[src/rtl/jk_bank_ctrl.sv]
// jk_bank_ctrl: round-robin arbiter sharing a bank of JK flops, one 4-cycle transaction per grant.
// Optional self-check output chk_fail enabled by defining JK_BANK_CTRL_CHECK_EN.
module jk_bank_ctrl #(
  parameter int N_REQ  = 4,
  parameter int NUM_FF = 8,
  parameter int IDX_W  = 3
) (
  input  logic                   clk,
  input  logic                   rst,
  input  logic [N_REQ-1:0]       req,
  input  logic [2*N_REQ-1:0]     op,
  input  logic [IDX_W*N_REQ-1:0] idx,
  output logic [N_REQ-1:0]       gnt,
  output logic                   done,
  output logic                   rdata,
  output logic                   err,
  output logic [NUM_FF-1:0]      j,
  output logic [NUM_FF-1:0]      k,
  input  logic [NUM_FF-1:0]      q
`ifdef JK_BANK_CTRL_CHECK_EN
  ,
  output logic                   chk_fail
`endif
);
  localparam int RW = (N_REQ > 1) ? $clog2(N_REQ) : 1;
  typedef enum logic [1:0] {IDLE, DRIVE, SAMPLE, DONE} state_t;
  state_t state, state_n;
  logic [RW-1:0] rr, rr_n, win, win_n, pick;
  logic found;
  logic [1:0] op_w;
  logic [IDX_W-1:0] idx_w, idx_l, idx_l_n;
  logic [NUM_FF-1:0] sel_w, sel_l, j_n, k_n;
  logic [N_REQ-1:0] gnt_n;
  logic done_n, rdata_n, err_n;
`ifdef JK_BANK_CTRL_CHECK_EN
  logic [1:0] op_l, op_l_n;
  logic pre, pre_n, chk_n, expect_q;
`endif
  // Scan downward so the last hit is the lowest index at or after rr.
  always_comb begin
    pick = '0;
    found = 1'b0;
    for (int i = N_REQ - 1; i >= 0; i--) begin
      if (req[(int'(rr) + i) % N_REQ]) begin
        pick = RW'((int'(rr) + i) % N_REQ);
        found = 1'b1;
      end
    end
  end
  assign op_w  = op[2*int'(pick) +: 2];
  assign idx_w = idx[IDX_W*int'(pick) +: IDX_W];
  assign sel_w = NUM_FF'(1) << idx_w;
  assign sel_l = NUM_FF'(1) << idx_l;
  always_comb begin
    state_n = state;
    rr_n = rr;
    win_n = win;
    idx_l_n = idx_l;
    gnt_n = gnt;
    done_n = done;
    rdata_n = rdata;
    err_n = err;
    j_n = '0;
    k_n = '0;
`ifdef JK_BANK_CTRL_CHECK_EN
    op_l_n = op_l;
    pre_n = pre;
    chk_n = chk_fail;
    expect_q = (op_l == 2'b00) ? pre : (op_l == 2'b01) ? 1'b0 : (op_l == 2'b10) ? 1'b1 : ~pre;
`endif
    case (state)
      IDLE: if (found) begin
        state_n = DRIVE;
        win_n = pick;
        idx_l_n = idx_w;
        gnt_n = N_REQ'(1) << pick;
        j_n = op_w[1] ? sel_w : '0;
        k_n = op_w[0] ? sel_w : '0;
`ifdef JK_BANK_CTRL_CHECK_EN
        op_l_n = op_w;
        pre_n = |(q & sel_w);
`endif
      end
      DRIVE: state_n = SAMPLE;
      SAMPLE: begin
        state_n = DONE;
        done_n = 1'b1;
        err_n = 32'(idx_l) >= NUM_FF;
        rdata_n = |(q & sel_l);
`ifdef JK_BANK_CTRL_CHECK_EN
        chk_n = !err_n && (rdata_n != expect_q);
`endif
      end
      default: begin
        state_n = IDLE;
        done_n = 1'b0;
        rdata_n = 1'b0;
        err_n = 1'b0;
        gnt_n = '0;
        rr_n = (win == RW'(N_REQ - 1)) ? '0 : win + 1'b1;
`ifdef JK_BANK_CTRL_CHECK_EN
        chk_n = 1'b0;
`endif
      end
    endcase
  end
  always_ff @(posedge clk) begin
    if (rst) begin
      state <= IDLE;
      rr <= '0;
      win <= '0;
      idx_l <= '0;
      gnt <= '0;
      done <= 1'b0;
      rdata <= 1'b0;
      err <= 1'b0;
      j <= '0;
      k <= '0;
`ifdef JK_BANK_CTRL_CHECK_EN
      op_l <= '0;
      pre <= 1'b0;
      chk_fail <= 1'b0;
`endif
    end else begin
      state <= state_n;
      rr <= rr_n;
      win <= win_n;
      idx_l <= idx_l_n;
      gnt <= gnt_n;
      done <= done_n;
      rdata <= rdata_n;
      err <= err_n;
      j <= j_n;
      k <= k_n;
`ifdef JK_BANK_CTRL_CHECK_EN
      op_l <= op_l_n;
      pre <= pre_n;
      chk_fail <= chk_n;
`endif
    end
  end
endmodule
[config.mk]
export PLATFORM = sky130hd
export DESIGN_NAME = jk_bank_ctrl
export DESIGN_NICKNAME = d
export VERILOG_FILES = /design/src/rtl/jk_bank_ctrl.sv
export SDC_FILE = /design/constraint.sdc
export NUM_CORES = 1
export LEC_CHECK = 0
export ABC_CLOCK_PERIOD_IN_PS = 6280
export CAP_MARGIN = 20
export CORE_MARGIN = 8
export CORE_UTILIZATION = 46
export CTS_BUF_LIST = sky130_fd_sc_hd__clkbuf_16
export CTS_CLUSTER_SIZE = 12
export DETAILED_ROUTE_END_ITERATION = 12
export PLACE_DENSITY = 0.88
export SKIP_CTS_REPAIR_TIMING = 1
export SLEW_MARGIN = 10
export SYNTH_ARGS = -nofsm -noshare
export SYNTH_HDL_FRONTEND = slang
export SYNTH_SLANG_ARGS = --single-unit
[constraint.sdc]
create_clock -name clk -period 6.28 [get_ports clk]
set_clock_uncertainty 0.05 [all_clocks]
set_input_delay 1.256 -clock clk [delete_from_list [all_inputs] [get_ports clk]]
set_output_delay 1.256 -clock clk [all_outputs]
set_load 0.01 [all_outputs]
* Word-level counts from Yosys, hierarchy flattened *
Cells that the tools add are included.

word-level totals
  register bits after elaboration = 31
  bits of input ports = 34

cells by class
  $add $sub $neg = 4
  multiply operators = 1
  magnitude comparators = 4
  equality and inequality tests = 4
  shifts and indexed selects = 5
  muxes and demuxes = 26
  bitwise gates (word level) = 9
  reductions and logical operators = 12

operators by type and width
  kind                                                                  count
  1-bit by 3-bit left shift with 8-bit output, first input constant     2
  3-bit by 4-bit < comparator with 1-bit output, second input constant  3
  2-bit two-way mux                                                     6
  12-bit by 5-bit variable part select with 3-bit output                1
  1-bit two-way mux                                                     11
  2-bit OR reduction                                                    5
  8-bit AND                                                             1
  1-bit binary-select mux with 2-bit select                             4
  4-bit case mux with 2 select lines                                    1
  4-bit OR reduction                                                    2
  8-bit OR reduction                                                    1
  8-bit by 4-bit variable part select with 2-bit output                 1
  2-bit case mux with 3 select lines                                    1
  1-bit inverter                                                        5
  2-bit by 1-bit adder with 2-bit output, second input constant         2
  2-bit adder, second input constant                                    2
  2-bit == test, second input constant                                  2
  2-bit by 2-bit multiplier with 4-bit output, first input constant     1
  4-bit two-way mux                                                     1
  1-bit case mux with 2 select lines                                    2
  2-bit AND reduction                                                   2
  1-bit by 2-bit left shift with 4-bit output, first input constant     1
  1-bit AND, first input constant                                       3
  2-bit by 3-bit < comparator with 1-bit output, second input constant  1
  other kinds (4)                                                       4

* Depth between registers and ports, before layout *
Gate-level depths: netlist of run 1.

  depth after elaboration = 13
  depth in mapped cells = 9

* Worst setup path before layout of run 1 *
OpenSTA, ideal clock, no wires.

  path kind = input -> register
  start point = input req[2]
  end point = register j[4]
  library setup time = 0.092 ns
  arrival = 2.763 ns
  data required time = 6.138 ns
  path slack = 3.375 ns
  stages on the path = 8
  path buffers = 2
  path through = nor2b_2 -> a211o_1 -> and2_1 -> buf_4 -> mux2i_1 -> a211o_1 -> buf_6 -> nor4_1

between the ends
  longest elaborated chain between the ends = 10

RTL lines
  element                                                                                                                      RTL line  RTL
  from (decl)                                                                                                                  10        input logic [N_REQ-1:0] req,
  1-bit binary-select mux with 2-bit select                                                                                    44        if (req[(int'(rr) + i) % N_REQ]) begin
  1-bit two-way mux (implied by the code) (2 in a row)                                                                         44
  2-bit two-way mux (4 in a row)                                                                                               44
  2-bit by 2-bit multiplier with 4-bit output / 8-bit by 4-bit variable part select with 2-bit output (equally long branches)  51, 50
  12-bit by 5-bit variable part select with 3-bit output / 1-bit inverter (equally long branches)                              --
  1-bit by 3-bit left shift with 8-bit output / 4-bit OR reduction (equally long branches)                                     --
  to (signal assigned)                                                                                                         133       j <= j_n;
  to (decl)                                                                                                                    17        output logic [NUM_FF-1:0] j,

Parallel ways exist; a longest one is shown, timed or not. The select of a mux whose other input is x is not followed.
A chain may end at the register's enable or synchronous reset.

* Worst setup path in the final report of run 1 *
  start point = input req[0]
  end point = register j[6]

Same word-level chain as after synthesis.

==> results of run 1 <==
layer usage:
metal	wire, um	vias up
met4	74	0
met5	0	-
li1	-	622
met3	323	8
met1	1570	582
met2	1970	45
flip-flops by register name, indices dropped and copies added, names as in the netlist:
signal	flops
rdata	1
j	8
done	1
rr	2
state	2
k	8
win	2
idx_l	3
gnt	4
critical path, stage by stage:
cell             delay [ps]
clkdlybuf4s50_1         470
nor2b_1                 170
o21ai_1                 140
o221a_1                 760
mux2i_1                 210
mux2_2                  390
nor4_1                  360
power by group through the flow:
stage	clock, W	sequential, W	combinational [W]
after detailed placement	0	0.000242	0.000197
after global placement	0	0.000240	0.000186
after CTS	0.000224	0.000239	0.000198
after global routing	0.000232	0.000242	0.000219
final	0.000221	0.000239	0.000198
after floorplan	0	0.000243	0.000142
worst paths after layout:
kind / start / to / slack [ps] / cells after the start
setup / recovery: req[0] / j[6]$_SDFF_PP0_ / 2600 / 7
hold / removal: gnt[3]$_SDFFE_PP0P_ / gnt[3]$_SDFFE_PP0P_ / 420 / 1
setup reg to reg: rr[0]$_SDFFE_PP0N_ / j[6]$_SDFF_PP0_ / 3730 / 6
hold reg to reg: gnt[3]$_SDFFE_PP0P_ / gnt[3]$_SDFFE_PP0P_ / 420 / 1
area by class of cell:
cell class              instances  area [um^2]  share of cell area
inverters                       2         7.51             0.00353
multi-input cells              97          759               0.357
repair buffers                 55          551               0.259
clock buffers                   5          125              0.0588
flip-flops and latches         31          621               0.291
clock inverters                 3         11.3             0.00529
well taps                      44         55.1              0.0259
cell usage after synthesis, types with 2 or more instances:
| cell | number |
|---|---|
| a211o_1 | 2 |
| a21oi_1 | 4 |
| a22o_1 | 2 |
| a32o_1 | 2 |
| buf_4 | 3 |
| buf_6 | 3 |
| dfxtp_1 | 31 |
| ha_1 | 5 |
| inv_1 | 2 |
| mux2_2 | 5 |
| mux2i_1 | 14 |
| mux4_2 | 2 |
| nand2_1 | 5 |
| nand3b_1 | 3 |
| nor2_1 | 13 |
| nor2b_1 | 2 |
| nor2b_2 | 2 |
| nor3_1 | 2 |
| nor4_1 | 16 |
| o21ai_0 | 2 |
| o21ai_1 | 3 |
stage by stage:
step / instance area [um^2] / hold WS, ps
2_1_floorplan: 1460 / 409
3_3_place_gp: 1990 / 404
3_5_place_dp: 1990 / 414
4_1_cts: 2130 / 425
5_1_grt: 2130 / 435
6_report: 2130 / 425
logic make-up after synthesis:
kind of cell,Yosys count,synth area share
other,1,0.00256
adders and majority gates,5,0.0428
muxes,21,0.165
buffers and inverters,10,0.0565
AOI/OAI and AO/OA,22,0.127
DFF,31,0.424
and+or+nand+nor,48,0.182
==> summary.md, run 1 <==
| Metric | Value |
|---|---|
| DRT Wirelength | 3940 um |
| Crit share post-route | 0.585 |
| Clock share of power | 0.336 |
| Largest area contributor in the netlist | dfxtp_1 |
| Syn_nets | 177 |
| CP Max Fanout | 16 |
| Final setup margin | 2600 ps |
| DRC Markers | 0 |
| Crit path time final | 3680 ps |
| Total grt overflow | 0 |
| P_int | 0.000456 W |
| Layout cell share with drive strength beyond 1 | 0.0933 |
| Die H | 72.4 um |
| Tot Pwr | 0.000658 W |
| Num CTS Buffers | 5 |
| Max VDD drop | 175 uV |
| Iter 0 DRT Violations | 88 |
| GRT Total Usage | 0.158 |
| DP HPWL | 3030 um |
| Fin. Hold Viols | 0 |
| Net Sw Frac | 0.307 |
| Full die area | 5240 um^2 |
| Unrepaired setup endpoints after global routing | no |
| Vias in the first global route | 1366 |
| Reg power frac | 0.363 |
| Worst Path Arrival | 3770 ps |
| CTS root buf | clkbuf_16 |
| Most Crowded Layer GR | met2 |
| Async SR Flop Fraction | 0 |
| Slew of the pin with the lowest slew margin | 858 ps |
| Final Slew Violations | 0 |
| Static Leak | 0.783 nW |
| Nets | 231 |
| Largest net degree at the start of global routing | 17 |
| # port buffers | 55 |
| Core ar. | 3030 um^2 |
| Area Overhead vs Synth | 45.6% |
| Pwr dens | 309 nW/um^2 |
| I/O pin count | 57 |
| Req. time, crit path | 6370 ps |
| Met2 Usage GRT | 0.271 |
| Antenna diode count | 0 |
| Core Util, Final | 0.703 |
| Post-Syn Area per Cell | 10.6 um^2 |
| Type of origin of the critical path | primary input |
| Area of the mapped netlist | 1460 um^2 |
| Routed via count | 1257 |
| Synth Register Bits | 31 |
| Combinational power share | 0.301 |
| WS Path Type | primary input to flip-flop |
| Clk Latency, worst-skew pair | 270 ps |
| Fillers | 239 |
| Most frequent cells in the layout | 55 x clkdlybuf4s50_1, 31 x dfxtp_1, 16 x nor4_1 |
| Final TNS setup | 0 ps |
| Most common cell after layout, fill and taps aside | clkdlybuf4s50_1 |
| Initial antenna violation count | 0 |
| Synth Instances | 138 |
| Outcome | finished clean |
| Clock Tree Buf Depth | 2 |
| CTS sink count | 31 |
| Initial Util | 0.483 |
| Sw power | 0.000202 W |
| GP Congestion | 0.787 |
| Endpoints failing setup | 0 |
| Routed Antenna Nets | 0 |
| Number of flops mapped to enable cells by yosys | 0 |
| First drt pass iteration count | 4 |
| Cell Rows | 20 |
| M3 GR Usage | 0.0771 |
| CTS tree | built |
| Fin cells | 237 |
| Seq/Total Area, Yosys | 0.424 |
| Grt met1 use | 0.162 |
| Max_slew headroom | 0.428 |
| Synth top area cells | dfxtp_1 42%, mux2i_1 9.6%, nor4_1 6.8% |
| Vias per cell | 5.30 |
| Count of different cell masters after synthesis | 36 |
| HP Class | flip-flop to flip-flop |
| WL/cell | 16.6 um |
| Synth top area share | 0.424 |
| Crit end category | flip-flop |
| Die X | 72.4 um |
| Dpl ws | 2400 ps |
| Max_cap viols | 0 |
| Cell count after placement | 229 |
| Clock transition at path regs | 50 ps |
| Top_reg_cell synth | dfxtp_1 |
| First-pass GRT wire length | 6420 um |
| Peak Freq | 272 MHz |
| H-tree depth | 2 |
| Yosys warning total | 0 |
Power figures use the tool's default switching activity.
==> inputs of run 2 (changes only) <==
- ABC_CLOCK_PERIOD_IN_PS: 6280 -> 3800
- CORE_UTILIZATION: 46 -> 43
- PLACE_DENSITY: 0.88 -> 0.83
- clock period: 6.28 -> 3.8 ns (I/O delays scaled with it)
==> run 2 against run 1 <==
Against the previous run: total power up 77%; critical path depth unchanged; register-to-register slack worse by 2400 ps; critical path type unchanged.
==> summary.md, run 2 (synthesis results as in run 1) <==
| Metric | Value |
|---|---|
| Outcome | finished clean |
| Cell count after placement | 231 (+0.87%) |
| Final TNS setup | 0 ps (unchanged) |
| Clock transition at path regs | 50 ps (about the same) |
| HP Class | flip-flop to flip-flop |
| First-pass GRT wire length | 6200 um (-3.4%) |
| Sw power | 0.000340 W (+69%) |
| Peak Freq | 324 MHz |
| Clock Tree Buf Depth | 2 (unchanged) |
| P_int | 0.000827 W (+81%) |
| Final Slew Violations | 0 (unchanged) |
| Max_slew headroom | 0.446 (+0.0179) |
| Type of origin of the critical path | primary input |
| Layout cell share with drive strength beyond 1 | 0.109 (+0.0155) |
| CTS sink count | 31 (unchanged) |
| Routed Antenna Nets | 0 (unchanged) |
| Top flop regs | j (8), k (8), gnt (4) |
| Req. time, crit path | 3910 ps (-2460 ps) |
| Most common cell after layout, fill and taps aside | clkdlybuf4s50_1 |
| Unrepaired setup endpoints after global routing | no |
| Crit end category | flip-flop |
| Dpl ws | 459 ps (-1940 ps) |
| Die X | 74.3 um (+2.7%) |
| Antenna diode count | 0 (unchanged) |
| CP Max Fanout | 16 (unchanged) |
| CTS tree | built |
| WL/cell | 15.9 um (-4.3%) |
| Max VDD drop | 273 uV (+56%) |
| Routed via count | 1229 (-2.2%) |
| Vias in the first global route | 1321 (-3.3%) |
| H-tree depth | 2 (unchanged) |
| Endpoints failing setup | 0 (unchanged) |
| FF-to-FF setup slack | 1360 ps (-2370 ps) |
| CP top delay family | compound AO/OA/AOI/OAI gates |
| Die H | 74.3 um (+2.7%) |
| DP HPWL | 2990 um (-1.2%) |
| Crit path time final | 3090 ps |
| Full die area | 5520 um^2 (+5.4%) |
| Largest net degree at the start of global routing | 17 (unchanged) |
| Pwr dens | 539 nW/um^2 (+74%) |
| Cell Rows | 21 (+5.0%) |
| Clk Latency, worst-skew pair | 280 ps (about the same) |
| DRC Markers | 0 (unchanged) |
| CP peak stage delay | 740 ps (-20 ps) |
| WP buf/inv | 1 (unchanged) |
| Initial antenna violation count | 0 (unchanged) |
| I/O pin count | 57 (unchanged) |
| Cell Chain, Critical Path | clkdlybuf4s50_1 > nor2b_2 > nor2_1 > o221a_1 > mux2i_1 > mux2i_1 > nor4_1 |
| DRT Wirelength | 3800 um (-3.5%) |
| Total grt overflow | 0 (unchanged) |
| Most Crowded Layer GR | met2 |
| Slew of the pin with the lowest slew margin | 831 ps (-26.8 ps) |
| CP max stage cell | o221a_1 |
| Num CTS Buffers | 5 (unchanged) |
| First drt pass iteration count | 4 (unchanged) |
| Net Sw Frac | 0.291 (-0.0153) |
| GP Congestion | 0.743 (-5.7%) |
| # port buffers | 55 (unchanged) |
| Vias per cell | 5.14 (-3.0%) |
| Final setup margin | 714 ps (-1890 ps) |
| Nets | 231 (unchanged) |
| Initial Util | 0.442 (-0.0413) |
| Clock share of power | 0.385 (+0.049) |
| Iter 0 DRT Violations | 34 (-61%) |
| Area Overhead vs Synth | 48.0% |
| Most common cell on crit path | mux2i_1 |
| Combinational power share | 0.278 (-0.023) |
| Crit share post-route | 0.812 |
| Most frequent cells in the layout | 55 x clkdlybuf4s50_1, 31 x dfxtp_1, 16 x nor4_1 |
| CTS root buf | clkbuf_16 |
| Max_cap viols | 0 (unchanged) |
| Grt met1 use | 0.155 (-0.00708) |
| Hold_ws | 418 ps (-7.46 ps) |
| Core ar. | 3310 um^2 (+9.3%) |
| Static Leak | 0.796 nW (+1.8%) |
| Reg power frac | 0.337 (-0.026) |
| Met2 Usage GRT | 0.251 (-0.0198) |
| WS Path Type | primary input to flip-flop |
| M3 GR Usage | 0.0633 (-0.0138) |
| GRT Total Usage | 0.149 (-0.00936) |
| Fin. Hold Viols | 0 (unchanged) |
| Fin cells | 239 (+0.84%) |
| Worst Path Arrival | 3200 ps (-570 ps) |
[run 2: per-layer routing]
metal	vias up	part of all wire
met3	6	0.083
met5	-	0
li1	615	-
met1	562	0.40
met4	0	0.018
met2	46	0.50
[run 2: worst paths after layout]
kind | from | to | cells after the start
setup / recovery | req[0] | j[1]$_SDFF_PP0_ | 7
hold / removal | rdata$_SDFFE_PP0N_ | rdata$_SDFFE_PP0N_ | 2
setup reg to reg | rr[0]$_SDFFE_PP0N_ | j[1]$_SDFF_PP0_ | 6
hold reg to reg | rdata$_SDFFE_PP0N_ | rdata$_SDFFE_PP0N_ | 2
[run 2: worst register-to-register path, cell delays in order (launching register included)]
cell	delay (ps)
dfxtp_1	370
nor2b_1	80
o21ai_1	130
o221a_1	740
mux2i_1	320
mux2i_1	250
nor4_1	380
[run 2: power groups by stage]
stage	sequential (W)	clock [W]	combinational [W]
finish	0.000394	0.000449	0.000324
detailed placement	0.000400	0	0.000323
global route	0.000398	0.000473	0.000357
CTS	0.000393	0.000457	0.000324
floorplan	0.000402	0	0.000234
global placement	0.000397	0	0.000308
[run 2: final cells by class]
cell class / count / area [um^2]
clock buffer: 5 / 125
clock inverter: 3 / 43.8
fill: 279 / 1150
inverter: 2 / 7.51
multi-input combinational: 97 / 759
sequential: 31 / 621
tap: 46 / 57.6
timing repair buffer: 55 / 551
[run 2: stage by stage]
stage                     total power (W)  instance area (um^2)   util
after floorplan                  0.000636                  1460      -
after global placement           0.000705                  2000  0.603
after detailed placement         0.000723                  2000  0.603
after CTS                         0.00117                  2160  0.654
after global routing              0.00123                  2160  0.654
final                             0.00117                  2160  0.654
